<file path="src/rtl/event_ingress_arbiter.sv">
// Merges NUM_SRC event-word sources into one valid/ready stream through one-entry holding
// slots under round-robin arbitration, with per-source counters and a stretched activity flag.
module event_ingress_arbiter #(
  parameter int unsigned NUM_SRC     = 2,
  parameter int unsigned DATA_WIDTH  = 32,
  parameter int unsigned CNT_WIDTH   = 16,
  parameter int unsigned ACT_STRETCH = 1048575
) (
  input  logic                              clk,
  input  logic                              rst_n,
  input  logic [NUM_SRC-1:0]                src_en,
  input  logic [NUM_SRC-1:0]                src_valid,
  input  logic [NUM_SRC*DATA_WIDTH-1:0]     src_data,
  output logic [NUM_SRC-1:0]                src_ready,
  output logic                              out_valid,
  output logic [DATA_WIDTH-1:0]             out_data,
  output logic [($clog2(NUM_SRC)|1)-1:0]    out_src,
  input  logic                              out_ready,
  input  logic                              clr_cnt,
  output logic [NUM_SRC*CNT_WIDTH-1:0]      acc_cnt,
  output logic [NUM_SRC*CNT_WIDTH-1:0]      stall_cnt,
  output logic                              activity
);

  localparam int unsigned SrcW = $clog2(NUM_SRC) | 1;
  localparam int unsigned ActW = (ACT_STRETCH > 0) ? $clog2(ACT_STRETCH + 1) : 1;
  localparam logic [SrcW-1:0] LastSrc = SrcW'(NUM_SRC - 1);

  logic [NUM_SRC-1:0]                 slot_full_q, slot_full_d;
  logic [NUM_SRC-1:0][DATA_WIDTH-1:0] slot_data_q, slot_data_d;
  logic [SrcW-1:0]                    rr_ptr_q, rr_ptr_d;
  logic                               hold_q, hold_d;
  logic [SrcW-1:0]                    hold_src_q, hold_src_d;
  logic [NUM_SRC-1:0][CNT_WIDTH-1:0]  acc_q, acc_d, stall_q, stall_d;
  logic [ActW-1:0]                    act_q, act_d;

  logic [SrcW-1:0]    rr_grant, grant;
  logic               xfer;
  logic [NUM_SRC-1:0] drain, capture, ready;

  // Descending scans leave the lowest matching index; the second scan only wins when a full
  // slot exists at or above rr_ptr, otherwise the wrapped (lowest) full slot stands.
  always_comb begin
    rr_grant = '0;
    for (int i = NUM_SRC - 1; i >= 0; i--) begin
      if (slot_full_q[i]) rr_grant = SrcW'(i);
    end
    for (int i = NUM_SRC - 1; i >= 0; i--) begin
      if (slot_full_q[i] && (SrcW'(i) >= rr_ptr_q)) rr_grant = SrcW'(i);
    end
    // A stalled offer is pinned so a later-filling slot cannot steal the output.
    grant = hold_q ? hold_src_q : rr_grant;
  end

  always_comb begin
    out_valid = |slot_full_q;
    xfer      = out_valid && out_ready;
    out_src   = grant;
    out_data  = '0;
    for (int i = 0; i < NUM_SRC; i++) begin
      if (grant == SrcW'(i)) out_data = slot_data_q[i];
    end
  end

  always_comb begin
    drain       = '0;
    capture     = '0;
    ready       = '0;
    slot_full_d = slot_full_q;
    slot_data_d = slot_data_q;
    acc_d       = acc_q;
    stall_d     = stall_q;
    for (int i = 0; i < NUM_SRC; i++) begin
      drain[i]       = xfer && (grant == SrcW'(i));
      ready[i]       = rst_n && src_en[i] && (!slot_full_q[i] || drain[i]);
      capture[i]     = src_valid[i] && ready[i];
      slot_full_d[i] = capture[i] || (slot_full_q[i] && !drain[i]);
      if (capture[i]) slot_data_d[i] = src_data[i*DATA_WIDTH +: DATA_WIDTH];
      if (clr_cnt) begin
        acc_d[i]   = '0;
        stall_d[i] = '0;
      end else begin
        if (drain[i] && (acc_q[i] != '1)) acc_d[i] = acc_q[i] + 1'b1;
        if (src_valid[i] && !ready[i] && (stall_q[i] != '1)) stall_d[i] = stall_q[i] + 1'b1;
      end
    end
  end

  always_comb begin
    rr_ptr_d   = rr_ptr_q;
    hold_d     = out_valid && !out_ready;
    hold_src_d = grant;
    act_d      = act_q;
    if (xfer) begin
      rr_ptr_d = (grant == LastSrc) ? '0 : grant + 1'b1;
      act_d    = ActW'(ACT_STRETCH);
    end else if (act_q != '0) begin
      act_d = act_q - 1'b1;
    end
  end

  always_ff @(posedge clk or negedge rst_n) begin
    if (!rst_n) begin
      slot_full_q <= '0;
      slot_data_q <= '0;
      rr_ptr_q    <= '0;
      hold_q      <= 1'b0;
      hold_src_q  <= '0;
      acc_q       <= '0;
      stall_q     <= '0;
      act_q       <= '0;
    end else begin
      slot_full_q <= slot_full_d;
      slot_data_q <= slot_data_d;
      rr_ptr_q    <= rr_ptr_d;
      hold_q      <= hold_d;
      hold_src_q  <= hold_src_d;
      acc_q       <= acc_d;
      stall_q     <= stall_d;
      act_q       <= act_d;
    end
  end

  assign src_ready = ready;
  assign acc_cnt   = acc_q;
  assign stall_cnt = stall_q;
  assign activity  = (act_q != '0);

endmodule

</file>
<file path="config.mk">
export PLATFORM = sky130hd
export DESIGN_NAME = event_ingress_arbiter
export DESIGN_NICKNAME = d
export VERILOG_FILES = /design/src/rtl/event_ingress_arbiter.sv
export SDC_FILE = /design/constraint.sdc
export NUM_CORES = 1
export LEC_CHECK = 0
export ABC_AREA = 1
export CAP_MARGIN = 20
export CORE_ASPECT_RATIO = 1.2
export CORE_UTILIZATION = 45
export CTS_BUF_LIST = sky130_fd_sc_hd__clkbuf_4
export DETAILED_ROUTE_END_ITERATION = 12
export MAX_ROUTING_LAYER = met4
export PLACE_DENSITY = 0.68
export SETUP_SLACK_MARGIN = 0.5
export SLEW_MARGIN = 20
export SYNTH_ARGS = -nofsm -noshare
export SYNTH_HDL_FRONTEND = slang
export SYNTH_SLANG_ARGS = --single-unit
</file>
<file path="constraint.sdc">
create_clock -name clk -period 2.1 [get_ports clk]
set_input_delay 0.525 -clock clk [delete_from_list [all_inputs] [get_ports clk]]
set_output_delay 0.525 -clock clk [all_outputs]
set_load 0.02 [all_outputs]
</file>
==> metrics.md <==
| Metric | Value |
|---|---|
| Status | complete, but fails checks |
| Failing checks | setup timing |
| CP endpoint kind | output port |
| Total Routed Length | 28500 um |
| Initial antenna violation count | 1 |
| Most common cell on crit path | nand2_4 |
| Clock Root Buffer | clkbuf_4 |
| Top FF cell, synth | dfrtp_1 |
| Clock Skews | 21.0 ps |
| Post-synthesis mux area share | 0% |
| Main combinational cell family by area after synthesis | simple AND/OR/NAND/NOR gates |
| Area Overhead vs Synth | 60.4% |
| Synth Instances | 1140 |
| Iter 0 DRT Violations | 524 |
| Avg WL per Cell | 16.3 um |
| Final cell count without fillers | 1751 |
| DP HPWL | 15800 um |
| Leading cell type in the layout, fill and taps excluded | nand2_1 |
| Simple-gate share of the synthesized area | 33.3% |
| Share of flip-flops with an asynchronous set or reset | 100% |
| Sequential cell area fraction in the yosys report | 44.5% |
| Residual DRC | 0 |
| Die width | 128 um |
| Clk Latency, worst-skew pair | 580 ps |
| Compound-gate portion of the synthesized area | 9.46% |
| Die ar. | 19700 um^2 |
| Port Buffers | 172 |
| Routability Congestion | 0.875 |
| DR vias/cell | 5.23 |
| Final hold viol count | 0 |
| # Max-Cap Violations | 0 |
| YS warnings | 0 |
| Layout cell share with drive strength beyond 1 | 34.4% |
| Nets | 1559 |
| Cell Area, Synth | 8600 um^2 |
| First-pass GRT wire length | 42100 um |
| CTS tree | built |
| Adder-cell area share of the yosys netlist | 0.873% |
| Fin worst setup slack | -334 ps |
| Largest net degree at the start of global routing | 66 |
| Vias in the first global route | 8693 |
| Site Rows | 55 |
| CP max FO | 5 |
| DR vias | 9163 |
| Pleak | 6.54 nW |
| Number of buffers created by CTS | 17 |
| H-tree Lvls | 4 |
| Buffer and inverter count on the worst path | 3 |
| Grt ovf | 0 |
| Pwr/cell area | 978 nW/um^2 |
| Xor/xnor cell area share of the yosys netlist | 2.85% |
| Initial Util | 45.8% |
| RSZ-0062 raised after global routing | true |
| Max frequency | 411 MHz |
| Most frequent cells in the layout | nand2_1, dfrtp_1, buf_4 |
| Max-slew violations | 0 |
| Critical path's largest stage delay | 480 ps |
| Flops & latches, synth | 153 |
| Tmin final | 2430 ps |
| CP top delay family | flip-flops |
| # clock sinks | 153 |
| Syn Nets | 1218 |
| CTS Buffer Depth | 2 |
| Die Y | 153 um |
| Worst Path Arrival | 1910 ps |
| Actual slew at the worst max-slew pin | 867 ps |
| Crit share post-route | 116% |
| Hold Path Class | in -> async |
| Pre-antenna DRT Iters | 5 |
| Post-synth cell types | 39 |
| Final Setup Violations | 37 |
| Placed insts | 1574 |
| WP data required | 1570 ps |
| Slew headroom | 42.2% |
| Crit path kind | reg -> out |
| Critical-path top delay cell | dfrtp_2 |
| Critical Path, Cell by Cell | nor2_4 -> nand2_4 -> nand2_8 -> buf_12 -> buf_16 -> nand2_4 -> o21ai_4 -> buf_6 |
| Post-route cell area | 13800 um^2 |
| Clock slew at reported path FFs | 160 ps |
| Post-Place Cell Area | 11200 um^2 |
| Avg Inst Size Synth | 7.54 um^2 |
| Number of synthesized flops with an enable pin | 0 |
| Worst IR Drop VDD | 0.00108 V |
| GRT Total Usage | 28.0% |
| Critical Path Start Type | flop |
| Ports | 173 |
| Core area | 18800 um^2 |
| Antenna-violating nets left | 0 |
==> cell families after synthesis <==
family                   after synthesis
AO/OA/AOI/OAI                        150
XOR/XNOR                              28
adder cells (fa/ha/maj)                6
buffers and inverters                172
flip-flops                           153
AND/OR/NAND/NOR                      631
==> state kept, by name (all words and copies together), names as in the netlist <==
register,flops
acc_cnt,32
act_q,20
hold_q,1
hold_src_q,1
rr_ptr_q,1
slot_data_q,64
slot_full_q,2
stall_cnt,32
==> final timing paths <==
| kind | startpoint | slack, ps | cells after the start | endpoint |
|---|---|---|---|---|
| max in group asynchronous | rst_n | 1100 | 3 | hold_q$_DFF_PN0_ |
| worst min-delay path | rst_n | 250 | 3 | slot_data_q[45]$_DFFE_PN0P_ |
| worst max-delay path | hold_q$_DFF_PN0_ | -330 | 8 | out_data[12] |
| min in group clk | rst_n | 250 | 3 | slot_full_q[0]$_DFF_PN0_ |
| worst min register to register | slot_data_q[61]$_DFFE_PN0P_ | 490 | 2 | slot_data_q[61]$_DFFE_PN0P_ |
| worst max register to register | hold_q$_DFF_PN0_ | 130 | 13 | slot_data_q[45]$_DFFE_PN0P_ |
==> timing repair <==
item / in CTS / in global routing
endpoints found under the setup margin: 225 / 243
resized for setup: 711 / 103
pin swaps: 23 / 26
hold buffers: 1 / 0
gates cloned: 15 / 12
setup buffers: 92 / 24
endpoints found under the hold margin: 27 / 0
==> power breakdown <==
part | internal, mW | leakage, nW | switching (mW)
combinational | 3.55 | 4.50 | 3.88
sequential | 3.66 | 1.88 | 0.403
clock | 0.847 | 0.162 | 1.17
total | 8.05 | 6.54 | 5.45
==> per-stage QoR <==
stage	hold slack [ps]	power (mW)	setup WS, ps	util [%]	setup TNS (ps)
final	249	13.5	-334	73.4	-10370
after global routing	220	14.1	-410	73.4	-13100
after CTS	225	12.8	-341	69.4	-10560
after detailed placement	332	9.41	-588	59.7	-11910
after global placement	334	9.35	-567	59.7	-8760
after floorplan	229	7.40	364	-	0
==> final cells by class <==
cell class,instances,area [um^2]
fill,1368,4990
multi-input combinational,819,4830
timing repair buffer,361,3980
sequential,153,3860
inverter,129,494
tap,256,320
clock inverter,14,171
clock buffer,18,135
antenna,1,2.50
==> worst reg2reg max path: stages (launching register included) <==
cell	delay, ps
dfrtp_2	480
nor2_4	120
nand2_4	90
nand2_8	120
buf_4	130
nand2_4	50
buf_6	120
nand2_4	80
nand2_8	90
nor2_8	110
buf_12	140
bufbuf_16	260
nand2_1	60
nand2_1	90
==> cell usage after synthesis (11+ instances only) <==
cell type,count,share of area (%)
a21oi_1,11,0.64
buf_2,12,0.70
buf_6,12,1.6
clkbuf_1,11,0.48
dfrtp_1,153,45
inv_1,126,5.5
nand2_1,333,15
nand3_1,129,7.5
nand4_1,32,2.3
nor2_1,86,3.8
o21ai_0,95,5.5
o21ai_1,29,1.7
xor2_1,27,2.8
==> metal layers <==
metal  global-route usage, %  part of all wire (%)  vias up
li1                        -                     -     4390
met1                    33.6                    39     4367
met2                    46.9                    52      348
met3                    5.15                   6.6       58
met4                    9.41                   2.5        0
met5                       -                     0        -
(Power assumes the default switching activity.)
